**src/rtl/nvme_pkg.sv**
```systemverilog
// rtl/nvme_pkg.sv - shared NVMe register offsets, bit positions and init FSM states
package nvme_pkg;

  localparam logic [15:0] CAP_LO_OFS = 16'h0000;
  localparam logic [15:0] CAP_HI_OFS = 16'h0004;
  localparam logic [15:0] CC_OFS     = 16'h0014;
  localparam logic [15:0] CSTS_OFS   = 16'h001C;

  localparam int CC_EN_BIT    = 0;
  localparam int CSTS_RDY_BIT = 0;
  localparam int CAP_TO_MSB   = 31;
  localparam int CAP_TO_LSB   = 24;

  typedef enum logic [2:0] {
    ST_IDLE,
    ST_CAP_LO,
    ST_CAP_HI,
    ST_CC_RD,
    ST_CC_WR,
    ST_POLL,
    ST_FINISH
  } state_e;

endpackage

```
**src/rtl/nvme_tmo_counter.sv**
```systemverilog
// rtl/nvme_tmo_counter.sv - prescaled CAP.TO-unit timeout counter
module nvme_tmo_counter #(
  parameter int CLKS_PER_UNIT = 16
) (
  input  logic       clk,
  input  logic       reset_n,
  input  logic       clr,
  input  logic [7:0] limit,
  output logic       expired
);

  localparam int PW = (CLKS_PER_UNIT > 1) ? $clog2(CLKS_PER_UNIT) : 1;
  localparam logic [PW-1:0] PRESC_MAX = PW'(CLKS_PER_UNIT - 1);

  logic [PW-1:0] presc_q, presc_d;
  logic [8:0]    units_q, units_d;
  logic [8:0]    limit_p1;
  logic          reached;

  assign limit_p1 = {1'b0, limit} + 9'd1;
  assign reached  = (units_q >= limit_p1);
  // Also flag the cycle whose edge completes the last unit, so a poll sample on that edge sees it.
  assign expired  = reached || ((units_q == {1'b0, limit}) && (presc_q == PRESC_MAX));

  always_comb begin
    presc_d = presc_q;
    units_d = units_q;
    if (clr) begin
      presc_d = '0;
      units_d = '0;
    end else if (!reached) begin
      if (presc_q == PRESC_MAX) begin
        presc_d = '0;
        units_d = units_q + 9'd1;
      end else begin
        presc_d = presc_q + PW'(1);
      end
    end
  end

  always_ff @(posedge clk) begin
    if (!reset_n) begin
      presc_q <= '0;
      units_q <= '0;
    end else begin
      presc_q <= presc_d;
      units_q <= units_d;
    end
  end

endmodule

```
**src/rtl/nvme_ctrl_init.sv**
```systemverilog
// rtl/nvme_ctrl_init.sv - NVMe controller enable/disable sequencer over the register port
module nvme_ctrl_init
  import nvme_pkg::*;
#(
  parameter int CLKS_PER_UNIT = 16
) (
  input  logic        clk,
  input  logic        reset_n,
  input  logic        start_enable,
  input  logic        start_disable,
  input  logic [31:0] cc_cfg,
  output logic        busy,
  output logic        done,
  output logic        error,
  output logic [63:0] cap_out,
  output logic [15:0] reg_addr,
  output logic [31:0] reg_wr_data,
  output logic        reg_wr_en,
  input  logic [31:0] reg_rd_data
);

  state_e      state_q, state_d;
  logic        phase_q, phase_d;
  logic        target_q, target_d;
  logic [31:0] cap_lo_q, cap_lo_d;
  logic        busy_q, busy_d;
  logic        done_q, done_d;
  logic        error_q, error_d;
  logic [63:0] cap_q, cap_d;
  logic [15:0] addr_q, addr_d;
  logic [31:0] wdata_q, wdata_d;
  logic        wen_q, wen_d;
  logic        tmo_expired;

  nvme_tmo_counter #(.CLKS_PER_UNIT(CLKS_PER_UNIT)) u_tmo (
    .clk     (clk),
    .reset_n (reset_n),
    .clr     (state_q != ST_POLL),
    .limit   (cap_q[CAP_TO_MSB:CAP_TO_LSB]),
    .expired (tmo_expired)
  );

  always_comb begin
    state_d  = state_q;
    phase_d  = 1'b0;
    target_d = target_q;
    cap_lo_d = cap_lo_q;
    busy_d   = busy_q;
    done_d   = 1'b0;
    error_d  = error_q;
    cap_d    = cap_q;
    addr_d   = addr_q;
    wdata_d  = wdata_q;
    wen_d    = 1'b0;
    case (state_q)
      ST_IDLE: begin
        if (start_enable) begin
          state_d  = ST_CAP_LO;
          addr_d   = CAP_LO_OFS;
          busy_d   = 1'b1;
          error_d  = 1'b0;
          target_d = 1'b1;
        end else if (start_disable) begin
          state_d  = ST_CC_RD;
          addr_d   = CC_OFS;
          busy_d   = 1'b1;
          error_d  = 1'b0;
          target_d = 1'b0;
        end
      end
      // Reads span two cycles: phase 0 waits for the register file, phase 1 samples.
      ST_CAP_LO: begin
        phase_d = ~phase_q;
        if (phase_q) begin
          cap_lo_d = reg_rd_data;
          state_d  = ST_CAP_HI;
          addr_d   = CAP_HI_OFS;
        end
      end
      ST_CAP_HI: begin
        phase_d = ~phase_q;
        if (phase_q) begin
          cap_d   = {reg_rd_data, cap_lo_q};
          state_d = ST_CC_WR;
          addr_d  = CC_OFS;
          wdata_d = cc_cfg | (32'd1 << CC_EN_BIT);
          wen_d   = 1'b1;
        end
      end
      ST_CC_RD: begin
        phase_d = ~phase_q;
        if (phase_q) begin
          state_d = ST_CC_WR;
          wdata_d = reg_rd_data & ~(32'd1 << CC_EN_BIT);
          wen_d   = 1'b1;
        end
      end
      ST_CC_WR: begin
        state_d = ST_POLL;
        addr_d  = CSTS_OFS;
      end
      ST_POLL: begin
        phase_d = ~phase_q;
        if (phase_q) begin
          if (reg_rd_data[CSTS_RDY_BIT] == target_q) begin
            state_d = ST_FINISH;
            done_d  = 1'b1;
            error_d = 1'b0;
          end else if (tmo_expired) begin
            state_d = ST_FINISH;
            done_d  = 1'b1;
            error_d = 1'b1;
          end
        end
      end
      ST_FINISH: begin
        state_d = ST_IDLE;
        busy_d  = 1'b0;
      end
      default: state_d = ST_IDLE;
    endcase
  end

  always_ff @(posedge clk) begin
    if (!reset_n) begin
      state_q  <= ST_IDLE;
      phase_q  <= 1'b0;
      target_q <= 1'b0;
      cap_lo_q <= '0;
      busy_q   <= 1'b0;
      done_q   <= 1'b0;
      error_q  <= 1'b0;
      cap_q    <= '0;
      addr_q   <= '0;
      wdata_q  <= '0;
      wen_q    <= 1'b0;
    end else begin
      state_q  <= state_d;
      phase_q  <= phase_d;
      target_q <= target_d;
      cap_lo_q <= cap_lo_d;
      busy_q   <= busy_d;
      done_q   <= done_d;
      error_q  <= error_d;
      cap_q    <= cap_d;
      addr_q   <= addr_d;
      wdata_q  <= wdata_d;
      wen_q    <= wen_d;
    end
  end

  assign busy        = busy_q;
  assign done        = done_q;
  assign error       = error_q;
  assign cap_out     = cap_q;
  assign reg_addr    = addr_q;
  assign reg_wr_data = wdata_q;
  assign reg_wr_en   = wen_q;

endmodule

```
**config.mk**
```make
export PLATFORM = sky130hd
export DESIGN_NAME = nvme_ctrl_init
export DESIGN_NICKNAME = d
export VERILOG_FILES = /design/src/rtl/nvme_pkg.sv /design/src/rtl/nvme_tmo_counter.sv /design/src/rtl/nvme_ctrl_init.sv
export SDC_FILE = /design/constraint.sdc
export NUM_CORES = 1
export LEC_CHECK = 0
export ABC_AREA = 0
export BUFFER_PORTS_ARGS = -buffer_cell sky130_fd_sc_hd__buf_2
export CORE_MARGIN = 1.5
export CORE_UTILIZATION = 52
export CTS_CLUSTER_DIAMETER = 100
export DETAILED_ROUTE_END_ITERATION = 10
export PLACE_DENSITY = 0.92
export SKIP_CTS_REPAIR_TIMING = 1
export SYNTH_ARGS = -nofsm -noshare
export SYNTH_HDL_FRONTEND = slang
export SYNTH_SLANG_ARGS = --single-unit
```
**constraint.sdc**
```tcl
create_clock -name clk -period 3.75 [get_ports clk]
set_input_delay 0.1875 -clock clk [delete_from_list [all_inputs] [get_ports clk]]
set_output_delay 0.1875 -clock clk [all_outputs]
set_load 0.02 [all_outputs]
```
==> impl_results.md <==
* Rows at 40
* DR pass1 iterations at 5
* Initial Utilization at 0.5314
* Post-DP Area at 7223 sq um
* Core ar. at 12010 sq um
* CP arrival at 3420 ps
* CP required at 4060 ps
* Sequential fraction of the synthesis area at 0.4799
* Largest stage delay, worst path at 610 ps
* Max-slew headroom at 0.2652
* Maximum clock rate at 321.1 MHz
* Initial antenna violation count at 0
* Hold slack at 26.06 ps
* RSZ-0062 raised after global routing: false
* Ys Warns at 0
* Fillers at 971
* Design Power at 0.003837 W
* Total gr overflow at 0
* CP startpoint kind: flop
* Minimum clock period at 3114 ps
* Layout area overhead at 22.66%
* Critical path class: reg2reg
* Distinct cell type count after synthesis at 46
* Initial DRC Count at 392
* Seq. cell area at 3064 sq um
* First-pass GRT wire length at 26.15 mm
* Period Utilization, post-route at 0.8304
* Vias post-DR at 5922
* Die ar. at 12950 sq um
* Crit-path cells: and3_1 -> nand3_1 -> or2_2 -> xor2_1 -> ha_1 -> and3_4 -> and4_4 -> a21o_1 -> or4_4 -> mux2i_1
* CTS clk-pin slew, worst paths at 60 ps
* Post-DRT Antenna Nets at 0
* Synthesized cell area at 6382 sq um
* IO Count at 184
* Max clock buf depth at 2
* Gpl congestion at 0.8885
* Post-synthesis cell count at 778
* Peak supply drop at 353.0 uV
* P_leak at 3.301 nW
* Total clock sinks at 153
* Clk_lat worst skew at 420 ps
* CP top delay family: simple AND/OR/NAND/NOR gates
* Final Hold Viols at 0
* Multi-input logic area at 3040 sq um
* Final WL at 16.33 mm
* PortBufs at 169
* Clk root buf: clkbuf_16
* CP max FO at 20
* Buf+Inv Stages, Crit Path at 0
* Prevailing post-synth register cell: dfxtp_1
* Clock skew at 8.538 ps
* H-tree depth at 4
* Max Cap Viol at 0
* Die X at 113.8 um
* Die height at 113.8 um
* DRC viols at 0
* GRT Overall Usage at 0.2555
* Share of cells above drive strength 1 at 0.2352
* Worst min-delay path category: in2reg
* Antenna diodes at 0
* Detail Placement HPWL at 10.89 mm
* Outcome: finished clean
* Post-route cell area at 7829 sq um
* Worst-Margin Slew at 1102 ps
* Final TNS setup at 0 ps
* Yosys reg bits at 153
* Post-DR wirelength/cell at 15.15 um
* Post-layout net count at 1000
* Count of flip-flops with a built-in enable after synthesis at 0
* Synthesized area per cell at 8.204 sq um
* Async SR Flop Fraction at 0
* CTS buffer count at 17
* Vias in the first global route at 5504
* Crit end category: flop
* Final setup fails at 0
* Placed Cells at 1048
* Fin. max-slew vios at 0
* PwrDens at 490.1 nW/um^2
* Via/cell ratio at 5.494
* Non-filler cells, final at 1078
* Slowest stage cell, crit path: or4_4
* Largest net degree at the start of global routing at 112
* CTS tree: yes
[registers in the layout, indices dropped and copies added, names as in the netlist]
signal,flops
cap_out,64
u_tmo.presc_q,4
busy,1
error,1
reg_wr_data,32
u_tmo.units_q,9
target_q,1
cap_lo_q,32
reg_addr,3
reg_wr_en,1
done,1
phase_q,1
state_q,3
[worst register-to-register path: stages, from the launching register on]
cell	delay, ps
dfxtp_1	450
and3_1	190
nand3_1	100
or2_2	330
xor2_1	150
ha_1	300
and3_4	190
and4_4	190
a21o_1	370
or4_4	610
mux2i_1	130
[final cells by class]
class / instances / area share
Clock inverter: 12 / 0.02126
Inverter: 7 / 0.003676
Timing Repair Buffer: 177 / 0.1157
Sequential cell: 153 / 0.3914
Tap cell: 147 / 0.02349
Clock buffer: 18 / 0.05610
Multi-Input combinational cell: 564 / 0.3884
[layout by cell type, fill, tap and decap left out, types with 3 or more instances in the layout]
master     instances
or4_1              7
nor2b_1            4
a21oi_1          115
clkinv_4           3
buf_4              8
nor3_1             8
nand3_1           12
ha_1              12
mux2i_1           35
o21ai_0           10
nand2b_1           3
buf_2            169
nor2_1            45
clkbuf_16         17
dfxtp_1          152
xor2_1            13
inv_1              6
nand2_1          210
a21o_1             3
a211oi_1          31
bufinv_16          3
and3_1             6
o31ai_1            5
inv_6              3
conb_1            13
[routing by layer]
layer  up-vias  share of wire  GRT usage
li1       2904              -          -
met1      2765           0.41     0.2975
met2       222           0.50     0.4470
met3        31          0.077    0.08183
met4         0          0.019    0.08167
met5         -              0          0
[synthesized netlist by cell type (2+ instances only)]
master,number,share of area
xor2_1,13,0.018
a22oi_1,2,0.0024
buf_4,13,0.015
a211o_1,2,0.0027
and2_1,2,0.0020
buf_1,9,0.0053
mux2i_1,35,0.055
nor2_1,46,0.027
and3_1,6,0.0059
xnor2_1,2,0.0027
clkbuf_1,35,0.021
o31ai_1,5,0.0059
nand2b_1,4,0.0039
a211oi_1,31,0.036
inv_1,6,0.0035
a21oi_1,115,0.090
a21o_1,3,0.0035
or2_2,2,0.0020
nand4_1,2,0.0020
a31oi_1,2,0.0020
ha_1,12,0.024
o21ai_0,10,0.0078
or4_1,7,0.0082
nand2_1,210,0.12
buf_2,8,0.0063
dfxtp_1,153,0.48
nand3_1,12,0.0094
nor4_1,2,0.0020
nor3_1,9,0.0071
nor2b_1,4,0.0039
[logic make-up after synthesis]
kind of cell	Yosys count	synth area share
multiplexers	35	0.05489
AND/OR/NAND/NOR	312	0.2058
flip-flops	153	0.4799
adder cells (fa/ha/maj)	12	0.02352
buffers and inverters	73	0.05332
XOR/XNOR	15	0.02058
AO/OA/AOI/OAI	177	0.1613
other	1	0.0005876
[metrics by stage]
step           setup slack (ps)    util
2_1_floorplan             783.1       -
3_3_place_gp              732.5  0.6014
3_5_place_dp              646.0  0.6014
4_1_cts                   633.4  0.6518
5_1_grt                   443.0  0.6518
6_report                  636.2  0.6518
[where the power goes]
group          internal, W  switching (W)  total, W  leakage (nW)
Combinational     0.000130       0.000224  0.000354          1.77
Sequential         0.00167      0.0000431   0.00172          1.24
Clock              0.00107       0.000696   0.00177         0.295
[final timing paths]
kind,to,cells after the start,startpoint,slack (ps)
setup / recovery,u_tmo.units_q[7]$_SDFFE_PP0P_,10,cap_out[28]$_SDFFE_PN0P_,640
hold / removal,cap_out[53]$_SDFFE_PN0P_,3,reg_rd_data[21],30
setup reg to reg,u_tmo.units_q[7]$_SDFFE_PP0P_,10,cap_out[28]$_SDFFE_PN0P_,640
hold reg to reg,cap_out[7]$_SDFFE_PN0P_,2,cap_out[7]$_SDFFE_PN0P_,450
(Power assumes the default switching activity.)
